`src/rtl/ristretto_exe_stage_pkg.sv`:
```
// Shared execute-stage types: shift operation encodings, the shifter stage
// payload layout and small mode-decoding helpers used by the shifter.
package ristretto_exe_stage_pkg;

  // 3-bit shift mode; the old 2-bit encodings sit on the low bits.
  typedef enum logic [2:0] {
    SHIFT_LEFT   = 3'b000,
    SHIFT_RIGHT  = 3'b010,
    SHIFT_ARIGHT = 3'b011,
    SHIFT_ROL    = 3'b100,
    SHIFT_ROR    = 3'b110
  } shift_mode_e;

  localparam int ShiftDataWidth = 32;
  localparam int ShiftTagWidth  = 5;
  localparam int ShiftAmtWidth  = $clog2(ShiftDataWidth);

  // Payload held by every shifter pipeline stage at the default widths.
  typedef struct packed {
    logic                     valid;
    logic [ShiftDataWidth-1:0] data;
    logic [ShiftAmtWidth-1:0]  amt;
    shift_mode_e              mode;
    logic                     fill;
    logic [ShiftTagWidth-1:0]  tag;
  } shift_stage_t;

  // Left shifts and left rotates run through the right datapath bit-reversed.
  function automatic logic is_left(input shift_mode_e mode);
    return (mode == SHIFT_LEFT) || (mode == SHIFT_ROL);
  endfunction

  // Rotates refill the vacated bits with the bits shifted out.
  function automatic logic is_rotate(input shift_mode_e mode);
    return (mode == SHIFT_ROL) || (mode == SHIFT_ROR);
  endfunction

  // Reserved codes are treated as a pass-through with a zero amount.
  function automatic logic is_known(input shift_mode_e mode);
    logic known;
    known = 1'b0;
    case (mode)
      SHIFT_LEFT, SHIFT_RIGHT, SHIFT_ARIGHT, SHIFT_ROL, SHIFT_ROR: known = 1'b1;
      default: known = 1'b0;
    endcase
    return known;
  endfunction

endpackage

```
`src/rtl/ristretto_shift_slice.sv`:
```
// Combinational slice of the right-shift datapath: applies log2 steps
// FirstStep .. FirstStep+NumSteps-1, each step gated by its amount bit.
module ristretto_shift_slice #(
  parameter int DataWidth = 32,
  parameter int FirstStep = 0,
  parameter int NumSteps  = 1
) (
  input  logic [DataWidth-1:0] data,
  input  logic [NumSteps-1:0]  amt,
  input  logic                 rotate,
  input  logic                 fill,
  output logic [DataWidth-1:0] result
);

  logic [NumSteps:0][DataWidth-1:0] step_data;

  assign step_data[0] = data;

  for (genvar j = 0; j < NumSteps; j++) begin : g_step
    localparam int Shift = 1 << (FirstStep + j);
    logic [DataWidth-1:0] shifted;
    logic [DataWidth-1:0] wrap_bits;
    logic [DataWidth-1:0] fill_bits;

    assign shifted   = step_data[j] >> Shift;
    assign wrap_bits = step_data[j] << (DataWidth - Shift);
    assign fill_bits = fill ? ~({DataWidth{1'b1}} >> Shift) : '0;
    assign step_data[j+1] = amt[j] ? (shifted | (rotate ? wrap_bits : fill_bits))
                                   : step_data[j];
  end

  assign result = step_data[NumSteps];

endmodule

```
`src/rtl/ristretto_pipelined_shifter.sv`:
```
// Pipelined barrel shifter for the execute stage. Operands flow through
// Latency register stages under a single global stall; left modes are
// bit-reversed on entry and on the way into the last stage register.
module ristretto_pipelined_shifter
  import ristretto_exe_stage_pkg::*;
#(
  parameter int DataWidth      = 32,
  parameter int StagesPerCycle = 2,
  parameter int TagWidth       = 5
) (
  input  logic                         clk_i,
  input  logic                         rst_i,
  input  logic                         shft_valid_i,
  output logic                         shft_ready_o,
  input  logic [DataWidth-1:0]         shft_data_i,
  input  logic [$clog2(DataWidth)-1:0] shft_amt_i,
  input  logic [2:0]                   shft_mode_i,
  input  logic [TagWidth-1:0]          shft_tag_i,
  input  logic                         shft_flush_i,
  output logic                         shft_valid_o,
  input  logic                         shft_ready_i,
  output logic [DataWidth-1:0]         shft_result_o,
  output logic [TagWidth-1:0]          shft_tag_o,
  output logic                         shft_busy_o
);

  localparam int NumStages = $clog2(DataWidth);
  localparam int Latency   = (NumStages + StagesPerCycle - 1) / StagesPerCycle;

  typedef struct packed {
    logic                 valid;
    logic [DataWidth-1:0] data;
    logic [NumStages-1:0] amt;
    shift_mode_e          mode;
    logic                 fill;
    logic [TagWidth-1:0]  tag;
  } stage_t;

  function automatic logic [DataWidth-1:0] reverse_bits(input logic [DataWidth-1:0] v);
    logic [DataWidth-1:0] r;
    for (int i = 0; i < DataWidth; i++) r[i] = v[DataWidth-1-i];
    return r;
  endfunction

  stage_t      stage_q [Latency];
  stage_t      stage_d [Latency];
  stage_t      issue;
  shift_mode_e in_mode;
  logic        adv;

  assign in_mode = shift_mode_e'(shft_mode_i);
  assign adv     = ~stage_q[Latency-1].valid | shft_ready_i;

  // Build the stage-0 payload: capture the sign before reversal, zero the
  // amount for reserved codes so they pass straight through.
  always_comb begin
    issue       = '0;
    issue.valid = shft_valid_i;
    issue.mode  = in_mode;
    issue.tag   = shft_tag_i;
    issue.fill  = (in_mode == SHIFT_ARIGHT) & shft_data_i[DataWidth-1];
    issue.amt   = is_known(in_mode) ? shft_amt_i : '0;
    issue.data  = is_left(in_mode) ? reverse_bits(shft_data_i) : shft_data_i;
  end

  for (genvar k = 0; k < Latency; k++) begin : g_stage
    localparam int First = k * StagesPerCycle;
    localparam int Last  = ((k + 1) * StagesPerCycle > NumStages) ? NumStages
                                                                   : (k + 1) * StagesPerCycle;
    stage_t               stage_in;
    stage_t               stage_out;
    logic [DataWidth-1:0] sliced;

    if (k == 0) begin : g_first
      assign stage_in = issue;
    end else begin : g_next
      assign stage_in = stage_q[k-1];
    end

    ristretto_shift_slice #(
      .DataWidth(DataWidth),
      .FirstStep(First),
      .NumSteps (Last - First)
    ) u_slice (
      .data  (stage_in.data),
      .amt   (stage_in.amt[Last-1:First]),
      .rotate(is_rotate(stage_in.mode)),
      .fill  (stage_in.fill),
      .result(sliced)
    );

    // Next value for this stage; the last stage undoes the left-mode reversal.
    always_comb begin
      stage_out      = stage_in;
      stage_out.data = sliced;
      if ((k == Latency - 1) && is_left(stage_in.mode)) stage_out.data = reverse_bits(sliced);
    end

    assign stage_d[k] = stage_out;
  end

  // Pipeline registers: advance together when unstalled, flush clears valids.
  always_ff @(posedge clk_i or posedge rst_i) begin
    if (rst_i) begin
      for (int k = 0; k < Latency; k++) stage_q[k] <= '0;
    end else begin
      if (adv) begin
        for (int k = 0; k < Latency; k++) stage_q[k] <= stage_d[k];
      end
      if (shft_flush_i) begin
        for (int k = 0; k < Latency; k++) stage_q[k].valid <= 1'b0;
      end
    end
  end

  // Busy whenever any slot carries a live operation.
  always_comb begin
    shft_busy_o = 1'b0;
    for (int k = 0; k < Latency; k++) shft_busy_o = shft_busy_o | stage_q[k].valid;
  end

  assign shft_ready_o  = adv;
  assign shft_valid_o  = stage_q[Latency-1].valid;
  assign shft_result_o = stage_q[Latency-1].data;
  assign shft_tag_o    = stage_q[Latency-1].tag;

endmodule
```
`config.mk`:
```
export PLATFORM = sky130hd
export DESIGN_NAME = ristretto_pipelined_shifter
export DESIGN_NICKNAME = d
export VERILOG_FILES = /design/src/rtl/ristretto_exe_stage_pkg.sv /design/src/rtl/ristretto_shift_slice.sv /design/src/rtl/ristretto_pipelined_shifter.sv
export SDC_FILE = /design/constraint.sdc
export NUM_CORES = 1
export LEC_CHECK = 0
export BUFFER_PORTS_ARGS = -buffer_cell sky130_fd_sc_hd__buf_2
export CORE_MARGIN = 5
export CORE_UTILIZATION = 60
export CTS_CLUSTER_DIAMETER = 50
export DETAILED_ROUTE_END_ITERATION = 10
export PLACE_DENSITY = 0.85
export SYNTH_ARGS = -nofsm -noshare
export SYNTH_HDL_FRONTEND = slang
export SYNTH_HIERARCHICAL = 1
export SYNTH_SLANG_ARGS = --single-unit
export TNS_END_PERCENT = 20
```
`constraint.sdc`:
```
create_clock -name clk_i -period 7.8 [get_ports clk_i]
set_input_delay 0.78 -clock clk_i [delete_from_list [all_inputs] [get_ports clk_i]]
set_output_delay 0.78 -clock clk_i [all_outputs]
set_load 0.01 [all_outputs]
```
==> results.json <==
{
  "outcome": "completed",
  "synth.top_cell.area_share": 0.392,
  "numCtsBuffers": 17,
  "synth_seq_area_share": 0.392,
  "postSynth.asyncResetShare": 1.00,
  "grt_util_met3": 0.0478,
  "effective_utilization_at_floorplan": 0.609,
  "cellPowerDensity_nw_per_um2": 247,
  "postPlaceCellArea_sq_um": 8210,
  "worst-slew-pin-transition_ps": 1110,
  "worst_clock_skew_ps": 9.84,
  "grt_pass1_wl_um": 27700,
  "synth_top_cells_by_count": "320 x nand2_1, 126 x dfrtp_1, 62 x mux2i_1, 50 x mux2_2",
  "post_route_fraction_of_the_period_consumed_by_the_critical_path": 0.335,
  "fp.dieArea_sq_um": 15800,
  "worst-endpoint-arrival_ps": 1830,
  "ant_nets": 0,
  "antenna-diode-count": 0,
  "grt_util_met2": 0.338,
  "cap_violations": 0,
  "unrepaired_setup_endpoints_after_global_routing": "false",
  "syn_inst": 790,
  "floorplan.core_area_sq_um": 13200,
  "cts_resized": 0,
  "clock_tree.htree_level_count": 4,
  "globalplace.congestion": 0.873,
  "synth-edff-count": 0,
  "layoutNonFillerInstCount": 1033,
  "globalRoute.totalOverflow": 0,
  "relSlewSlack": 0.258,
  "chipWidth_um": 126,
  "routed_via_density": 5.62,
  "groute.usage.overall": 0.214,
  "synth.largest_area_cell": "dfrtp_1",
  "dr.pass1.iters": 5,
  "hp_class": "input port to asynchronous set/reset pin",
  "startpoint_type": "input port",
  "aggregate_routed_wire_length_um": 16400,
  "critical-path-top-delay-family": "buffers and inverters",
  "synth.area.top_cells": "dfrtp_1 39%, nand2_1 15%, mux4_2 9.0%",
  "first_iter_violations": 349,
  "fp-row-count": 42,
  "dr_total_vias": 5810,
  "final-max-slew-violation-count": 0,
  "io_pins": 90,
  "totalNegativeSetupSlack_ps": 0,
  "drc_violations_left": 0,
  "final_net_count": 894,
  "final_period_minus_worst_setup_slack_ps": 2610,
  "syn_avg_cell_area_sq_um": 10.2,
  "crit_buf_inv": 4,
  "finish.instance_area_sq_um": 8830,
  "met1_routing_resource_usage_after_global_routing": 0.297,
  "clockBufferDepth": 2,
  "clock.fmax_ghz": 0.383,
  "area_delta_synth_final_pct": 9.82,
  "yosys.cell_types.count": 34,
  "clock_tree_from_tritoncts": "done",
  "sequence_of_cells_on_the_critical_path": "buf_2 > nor2b_4 > buf_4 > inv_2 > buf_2",
  "mappedNetlistArea_sq_um": 8040,
  "crit_path_end_kind": "output port",
  "synth_nets": 840,
  "power.leakage_nw": 4.00,
  "finalHoldViolations": 0,
  "critical_path_required_ps": 7020,
  "drive_above_1_share": 0.273,
  "busiest_layer": "met2",
  "clock_insertion_delay_worst_skew_ps": 420,
  "first_global_vias": 5586,
  "clkTransAtPathRegs_ps": 50,
  "grt_antenna_before_repair": 0,
  "hold_buffers": 0,
  "crit_path_max_incr_delay_ps": 580,
  "worstSetupPathType": "input port to output port",
  "dp_cells": 1001,
  "placement.io_buffers": 89,
  "yosysMostFrequentCell": "nand2_1",
  "fp.dieH_um": 126,
  "worst_path_max_delay_cell": "buf_4",
  "worst_path_maximum_fanout": 75,
  "hold-worst-slack_ps": 430,
  "path_common_cell": "buf_2",
  "cts.sinks": 126,
  "postCtsSetupRepairBufs": 0,
  "synth.ff_latch_count": 126,
  "synth_ff_type": "dfrtp_1",
  "dp_hpwl_um": 11100,
  "cts.root.buffer_cell": "clkbuf_16",
  "grt_max_degree": 93,
  "synthesis.yosys.warnings": 6,
  "ir_drop_mv": 0.187,
  "p_total_mw": 2.18,
  "avgRoutedWirePerCell_um": 15.9,
  "setup_viol": 0
}
-- flip-flops by register name, summed over array words and instances (netlist names) --
name	count
shft_result_o	32
g_stage.stage_in	88
shft_tag_o	5
shft_valid_o	1
-- cell type report --
cell class	instances	area, sq um
clock buffers	19	453
clock inverters	13	165
inverters	3	13.8
flip-flops and latches	126	3160
fillers	1042	4360
repair buffers	96	498
multi-input cells	600	4320
well taps	176	220
-- power by group --
part | total [mW] | internal, mW | leakage (nW) | switching, mW
sequential | 0.878 | 0.771 | 1.50 | 0.107
combinational | 0.492 | 0.240 | 2.21 | 0.253
clock | 0.811 | 0.519 | 0.291 | 0.292
-- cells by family after synthesis --
group | after synthesis | share of synthesized area
and+or+nand+nor | 354 | 0.174
muxes | 159 | 0.281
AOI/OAI and AO/OA | 87 | 0.0817
buffers and inverters | 64 | 0.0713
DFF | 126 | 0.392
-- stage by stage --
stage / setup WS (ps) / util
5_1_grt: 5080 / 0.669
3_5_place_dp: 4990 / 0.622
2_1_floorplan: 3660 / -
6_report: 5190 / 0.669
3_3_place_gp: 5050 / 0.622
4_1_cts: 5190 / 0.669
-- final timing paths --
path | from | end | slack (ps) | depth (start not counted)
worst max-delay path | shft_ready_i | shft_ready_o | 5190 | 5
worst min-delay path | rst_i | shft_result_o[4] | 430 | 2
worst max register to register | g_stage[1].stage_in[8] | g_stage[2].stage_in[34] | 5500 | 6
worst min register to register | shft_tag_o[3] | shft_tag_o[3] | 460 | 2
max in group asynchronous | rst_i | g_stage[2].stage_in[13] | 5930 | 3
min in group clk_i | shft_tag_o[3] | shft_tag_o[3] | 460 | 2
-- worst register-to-register path, stage by stage (launching register included) --
cell and delay (ps):
dfrtp_1 380, nor2b_1 860, mux2_2 420, mux2i_1 210, a21oi_1 120, nand2_1 100
nand2_1 80
-- cell usage in the layout, fill, tap and decap left out, types with 2 or more instances in the layout --
cell type	n
clkinv_2	2
nor2_1	19
clkbuf_16	17
bufinv_16	3
buf_2	89
nor2b_1	6
a31oi_1	6
mux4_1	12
a21oi_1	7
o21ai_2	3
mux2_2	50
nor2_4	2
a31oi_4	10
nand2_1	320
clkinv_4	4
mux2_1	2
clkbuf_8	2
mux4_2	32
o21ai_1	32
buf_4	7
o21ai_0	13
mux2i_1	62
nor2b_4	2
clkinvlp_4	4
a21o_1	10
dfrtp_1	124
a211oi_1	5
dfrtp_2	2
-- routing by layer --
metal | share of wire | routed length, um
met5 | 0 | 0
met4 | 0.019 | 312
met3 | 0.061 | 1010
met2 | 0.47 | 7770
met1 | 0.45 | 7350
(Power assumes the default switching activity.)
